File: src/rtl/mem_arbiter.sv
// Two-port (instruction / data) arbiter onto a single-port RAM, with a wait
// timeout, alternating grants and an optional fetch buffer (IFETCH_BUF_EN).
module mem_arbiter #(
  parameter int unsigned TIMEOUT_CYC = 16
) (
  input  logic        CLK,
  input  logic        nRST,
  input  logic        iREN,
  input  logic [31:0] iaddr,
  output logic [31:0] iload,
  output logic        ihit,
  input  logic        dREN,
  input  logic        dWEN,
  input  logic [31:0] daddr,
  input  logic [31:0] dstore,
  output logic [31:0] dload,
  output logic        dhit,
  output logic        ram_ren,
  output logic        ram_wen,
  output logic [31:0] ram_addr,
  output logic [31:0] ram_store,
  input  logic [31:0] ram_load,
  input  logic        ram_ready,
  output logic        err
);

  typedef enum logic [1:0] {IDLE, DATA, INSTR} state_e;

  localparam logic [7:0] CNT_LAST = 8'(TIMEOUT_CYC - 1);

  state_e      state_q, state_d;
  state_e      last_grant_q, last_grant_d;
  logic [7:0]  cnt_q, cnt_d;
  logic [31:0] addr_q, addr_d;
  logic        err_q, err_d;

  logic        buf_hit;
  logic [31:0] buf_word;
  logic        d_req, i_req;
  logic        ram_dhit, ram_ihit;

`ifdef IFETCH_BUF_EN
  logic        buf_valid_q, buf_valid_d;
  logic [31:0] buf_addr_q, buf_addr_d;
  logic [31:0] buf_word_q, buf_word_d;

  assign buf_hit  = iREN & buf_valid_q & (iaddr == buf_addr_q);
  assign buf_word = buf_word_q;

  always_comb begin
    buf_valid_d = buf_valid_q;
    buf_addr_d  = buf_addr_q;
    buf_word_d  = buf_word_q;
    if (ram_ihit) begin
      buf_valid_d = 1'b1;
      buf_addr_d  = iaddr;
      buf_word_d  = ram_load;
    end else if (ram_dhit && dWEN && (daddr == buf_addr_q)) begin
      buf_valid_d = 1'b0;
    end
  end

  always_ff @(posedge CLK or negedge nRST) begin
    if (!nRST) begin
      buf_valid_q <= 1'b0;
      buf_addr_q  <= '0;
      buf_word_q  <= '0;
    end else begin
      buf_valid_q <= buf_valid_d;
      buf_addr_q  <= buf_addr_d;
      buf_word_q  <= buf_word_d;
    end
  end
`else
  assign buf_hit  = 1'b0;
  assign buf_word = '0;
`endif

  // A fetch served by the buffer never competes for the RAM.
  assign d_req = dREN | dWEN;
  assign i_req = iREN & ~buf_hit;

  always_comb begin
    state_d      = state_q;
    last_grant_d = last_grant_q;
    cnt_d        = cnt_q;
    addr_d       = addr_q;
    err_d        = err_q;
    ram_ren      = 1'b0;
    ram_wen      = 1'b0;
    ram_addr     = '0;
    ram_store    = '0;
    ram_dhit     = 1'b0;
    ram_ihit     = 1'b0;
    unique case (state_q)
      IDLE: begin
        if (d_req && !(i_req && last_grant_q == DATA)) begin
          state_d = DATA;
          addr_d  = daddr;
          cnt_d   = '0;
        end else if (i_req) begin
          state_d = INSTR;
          addr_d  = iaddr;
          cnt_d   = '0;
        end
      end
      DATA: begin
        ram_ren   = dREN & ~dWEN;
        ram_wen   = dWEN;
        ram_addr  = daddr;
        ram_store = dstore;
        if (!d_req) begin
          state_d = IDLE;
        end else if (daddr != addr_q) begin
          addr_d = daddr;
          cnt_d  = '0;
        end else if (ram_ready) begin
          ram_dhit     = 1'b1;
          state_d      = IDLE;
          last_grant_d = DATA;
        end else if (cnt_q == CNT_LAST) begin
          state_d = IDLE;
          err_d   = 1'b1;
        end else begin
          cnt_d = cnt_q + 8'd1;
        end
      end
      INSTR: begin
        // A buffer hit mid-transaction retires the fetch without the RAM.
        ram_ren  = ~buf_hit;
        ram_addr = buf_hit ? '0 : iaddr;
        if (!i_req) begin
          state_d = IDLE;
        end else if (iaddr != addr_q) begin
          addr_d = iaddr;
          cnt_d  = '0;
        end else if (ram_ready) begin
          ram_ihit     = 1'b1;
          state_d      = IDLE;
          last_grant_d = INSTR;
        end else if (cnt_q == CNT_LAST) begin
          state_d = IDLE;
          err_d   = 1'b1;
        end else begin
          cnt_d = cnt_q + 8'd1;
        end
      end
      default: state_d = IDLE;
    endcase
  end

  always_ff @(posedge CLK or negedge nRST) begin
    if (!nRST) begin
      state_q      <= IDLE;
      last_grant_q <= INSTR;
      cnt_q        <= '0;
      addr_q       <= '0;
      err_q        <= 1'b0;
    end else begin
      state_q      <= state_d;
      last_grant_q <= last_grant_d;
      cnt_q        <= cnt_d;
      addr_q       <= addr_d;
      err_q        <= err_d;
    end
  end

  assign dhit  = ram_dhit;
  assign dload = ram_dhit ? ram_load : '0;
  assign ihit  = ram_ihit | buf_hit;
  assign iload = buf_hit ? buf_word : (ram_ihit ? ram_load : '0);
  assign err   = err_q;

endmodule
File: config.mk
export PLATFORM = sky130hd
export DESIGN_NAME = mem_arbiter
export DESIGN_NICKNAME = d
export VERILOG_FILES = /design/src/rtl/mem_arbiter.sv
export SDC_FILE = /design/constraint.sdc
export NUM_CORES = 1
export LEC_CHECK = 0
export CORE_ASPECT_RATIO = 0.75
export CORE_MARGIN = 2
export CORE_UTILIZATION = 35
export CTS_CLUSTER_DIAMETER = 120
export CTS_CLUSTER_SIZE = 24
export DETAILED_ROUTE_END_ITERATION = 16
export GPL_TIMING_DRIVEN = 0
export PLACE_DENSITY = 0.75
export REMOVE_ABC_BUFFERS = 1
export SLEW_MARGIN = 20
export SYNTH_ARGS = -nofsm -noshare
export SYNTH_HDL_FRONTEND = slang
export SYNTH_SLANG_ARGS = --single-unit
File: constraint.sdc
create_clock -name CLK -period 5.6 [get_ports CLK]
set_input_delay 1.12 -clock CLK [delete_from_list [all_inputs] [get_ports CLK]]
set_output_delay 1.12 -clock CLK [all_outputs]
set_load 0.02 [all_outputs]
==> results.txt, run 1 <==
- Number of port buffers: 266
- #FFs+latches synth: 45
* Leading register cell type out of synthesis: dfrtp_1
* Met2 routing resource usage after global routing: 42.11%
* Post-Syn Instances: 594
- Leaving out fill and tap cells, the most frequent cell in the layout is clkdlybuf4s50_1.
- Along the worst path, the maximum fanout reaches 21.
* Worst min path class: reg2reg
* Initial Util: 36.18%
- Max_slew headroom: 45.32%
- After synthesis, the cell types taking the most area are dfrtp_1 23%, and2_1 13%, xor2_1 12%, mux2i_1 6.7%, o31a_1 5.7%.
- The max-slew violation count came to 0.
- For this run, the total global-route usage over all layers was measured as 23.87%.
- Summing all flip-flop and latch instances after layout gives 1127 sq um.
- Total of warnings raised by yosys: 0
- In the final routed layout, each cell accounts on average for 17.83 um.
- STA puts the critical path data arrival time at 4.13 ns.
* Fill count: 1,115
* Largest net degree at the start of global routing: 73
* Multi-input logic area: 3326 sq um
- Run status: complete, no violations
- Number of hold violations in the final report: 0
- Number of optimization iterations in the first detailed-route pass: 5
- Summed over all cells, the static leakage comes to 0.003274 uW.
* Half-perimeter wire length after detailed placement: 13,470 um
* Via count: 5,305
- Nets: 971
- Start-to-end type of the worst setup path: in2out
* Buffers from clock root to sink, at most: 2
* Number of max-cap violations: 0
- In this run the remaining antenna-violating nets after routing total 0.
- Power per standard cell area: 345.0 nW/um^2
* Number of buffers created by CTS: 5
* Final clock skew: 0.005268 ns
- Of the synthesized area, sequential elements account for 23.69%.
- Hold-fix buffer count after cts: 0
- Unrepaired setup endpoints after global routing: no
- Total congestion overflow after global routing: 0
- Once layout is complete, the utilization of the core stands at 59.26%.
* Ys async rst share: 100.0%
- Violation count after the first detailed-route iteration: 394
* Number of global-route vias before repair: 5,220
* Floorplan core area: 13,150 sq um
- Post-CTS repair changed the size of 0 cells.
* Final worst-path cycle share: 93.67%
- Antenna violations before repair: 0
- Share of final-layout standard cells stronger than drive strength 1: 4.922%
- Final setup violating endpoints: 0
- Worst-path clk slew: 0.06 ns
- Transition time at the pin with the least slew margin: 0.8202 ns
- After synthesis, the mean cell area works out to 8.011 sq um.
* Area overhead of the layout relative to synthesis: 63.79%
- Post-synthesis cell type count: 51
* Latest clock arrival within the worst-skew pair: 0.28 ns
* Min Tclk post-route: 5.246 ns
* Setup crit start kind: input pin
* TritonCTS clock tree: yes
* Area fraction of the dominant cell type after synthesis: 23.14%
* Global Route met1 Usage: 30.45%
- Final WS setup: 0.3543 ns
- Detailed-route wire length: 17,910 um
* Total power draw: 2689 uW
* Synth area leader: dfrtp_1
- Peak supply drop: 0.2145 mV
- From left edge to right edge, the die measures 138.6 um.
- The number of antenna diodes in the final layout is 0.
* Number of design rule violations left after detail routing: 0
- Clock Sink Count: 45
- At the end of routability-driven placement, the weighted congestion stood at 0.8896.
- Dpl ws: 0.1121 ns
* Die height: 105.0 um
- Data required time of the worst path: 4.48 ns
- Global-route wire length before repair: 28,390 um
- Global routing consumed, on the met3 layer, 5.591% of the routing resources.
- Mapped cell area: 4758 sq um
* Highest-count cells in the layout ignoring fill and taps: 265 x clkdlybuf4s50_1, 99 x and2_1, 71 x nor2_1, 64 x xor2_1, 44 x dfrtp_1
- Total die area: 14,550 sq um
* Clock root cell: clkbuf_16
- Counting flops with a built-in enable in the synthesized netlist gives 0.
* Busiest grt layer: met2
* CTS H-tree lvls: 2
* Drt via density: 5.284
- Static timing analysis puts the maximum clock frequency at 190.6 MHz.
- Number of top-level pins: 267
- Standard-cell rows: 36
* Critical path capture point type: output pin
-- critical path: stages --
cell and delay, ns:
clkdlybuf4s50_1 0.50, xor2_1 0.18, nor4_1 0.39, nand4_1 0.42, nor4_4 0.32, buf_4 0.19
buf_4 0.21, and2_1 0.18, clkdlybuf4s50_1 0.60
-- metrics by stage --
step / TNS, ns / cells / hold WS (ns) / instance area (sq um)
finish: 0 / 1004 / 0.4717 / 7794
global placement: -65.92 / 985 / 0.4695 / 7425
detailed placement: 0 / 993 / 0.4574 / 7599
global route: 0 / 1004 / 0.5068 / 7794
floorplan: 0 / 548 / 0.4503 / 4548
CTS: 0 / 1001 / 0.4760 / 7771
-- cells in the mapped netlist, types with 2 or more instances --
master and number:
o21ai_0 9, o2bb2ai_1 2, nor4_1 12, nor2_1 71, clkbuf_1 34, a31o_2 2
inv_1 40, nor4_2 6, o22a_1 2, and2_1 99, mux2i_1 32, a22oi_1 34
nand4_1 3, o31a_1 31, or4_1 2, nand2_1 11, a21oi_1 12, a211oi_2 2
ha_1 5, buf_1 2, dfrtp_1 44, buf_6 4, or3_1 2, o221ai_1 2
nand3_1 3, a211o_1 2, xor2_1 64, nand3b_1 2, buf_2 6, o31ai_1 32
nor3_2 2
-- routing by layer --
layer	vias up	routed length, um
met5	-	0
met4	0	144
met3	17	1348
met2	232	8817
met1	2499	7596
li1	2557	-
-- report_power, final --
part	leakage [uW]	switching [uW]	internal [uW]	total (uW)
Combinational	0.00264	962	781	1740
Sequential	0.000553	140	459	599
Clock	0.0000841	124	223	347
Total	0.00327	1230	1460	2690
-- path summary, 6_finish.rpt --
| path | startpoint | end | slack [ns] | cells past startpoint |
|---|---|---|---|---|
| setup / recovery | iaddr[11] | iload[16] | 0.35 | 9 |
| hold / removal | err | err | 0.47 | 1 |
| setup reg to reg | addr_q[2] | addr_q[4] | 2.02 | 7 |
| hold reg to reg | err | err | 0.47 | 1 |
| max in group asynchronous | nRST | last_grant_q[1] | 4.25 | 2 |
| min in group asynchronous | nRST | addr_q[1] | 0.77 | 1 |
-- flip-flops by register name, indices dropped and copies added (netlist names) --
register / flops
addr_q: 32
cnt_q: 8
last_grant_q: 2
state_q: 2
err: 1
-- cell families after synthesis --
group                      Yosys count  share of synthesized area (%)
DFF                                 45                          23.69
xor gates and xnor gates            64                          11.78
adders and majority gates            5                          1.315
muxes                               33                          6.968
AOI/OAI and AO/OA                  139                          22.48
buffers and inverters               87                          7.652
and+or+nand+nor                    221                          26.11
-- repair_timing --
item,in CTS,in global routing
setup endpoints to repair,0,21
buffers inserted,0,3
endpoints found under the hold margin,0,0
-- area by class of cell --
class | instances | area share (%)
Clock inverter | 1 | 0.3853
Timing Repair Buffer | 277 | 35.91
Inverter | 41 | 1.991
Tap cell | 171 | 2.745
Multi-Input combinational cell | 462 | 42.67
Sequential cell | 45 | 14.46
Clock buffer | 7 | 1.830
(Power assumes the default switching activity.)
==> inputs of run 2 (changes only) <==
--- a/config.mk
+++ b/config.mk
@@ -14,6 +14,7 @@
 export GPL_TIMING_DRIVEN = 0
 export PLACE_DENSITY = 0.75
 export REMOVE_ABC_BUFFERS = 1
+export SKIP_LAST_GASP = 1
 export SLEW_MARGIN = 20
 export SYNTH_ARGS = -nofsm -noshare
 export SYNTH_HDL_FRONTEND = slang
==> results of run 2 <==
No change in the layout: final DEF, timing and power equal those of run 1.
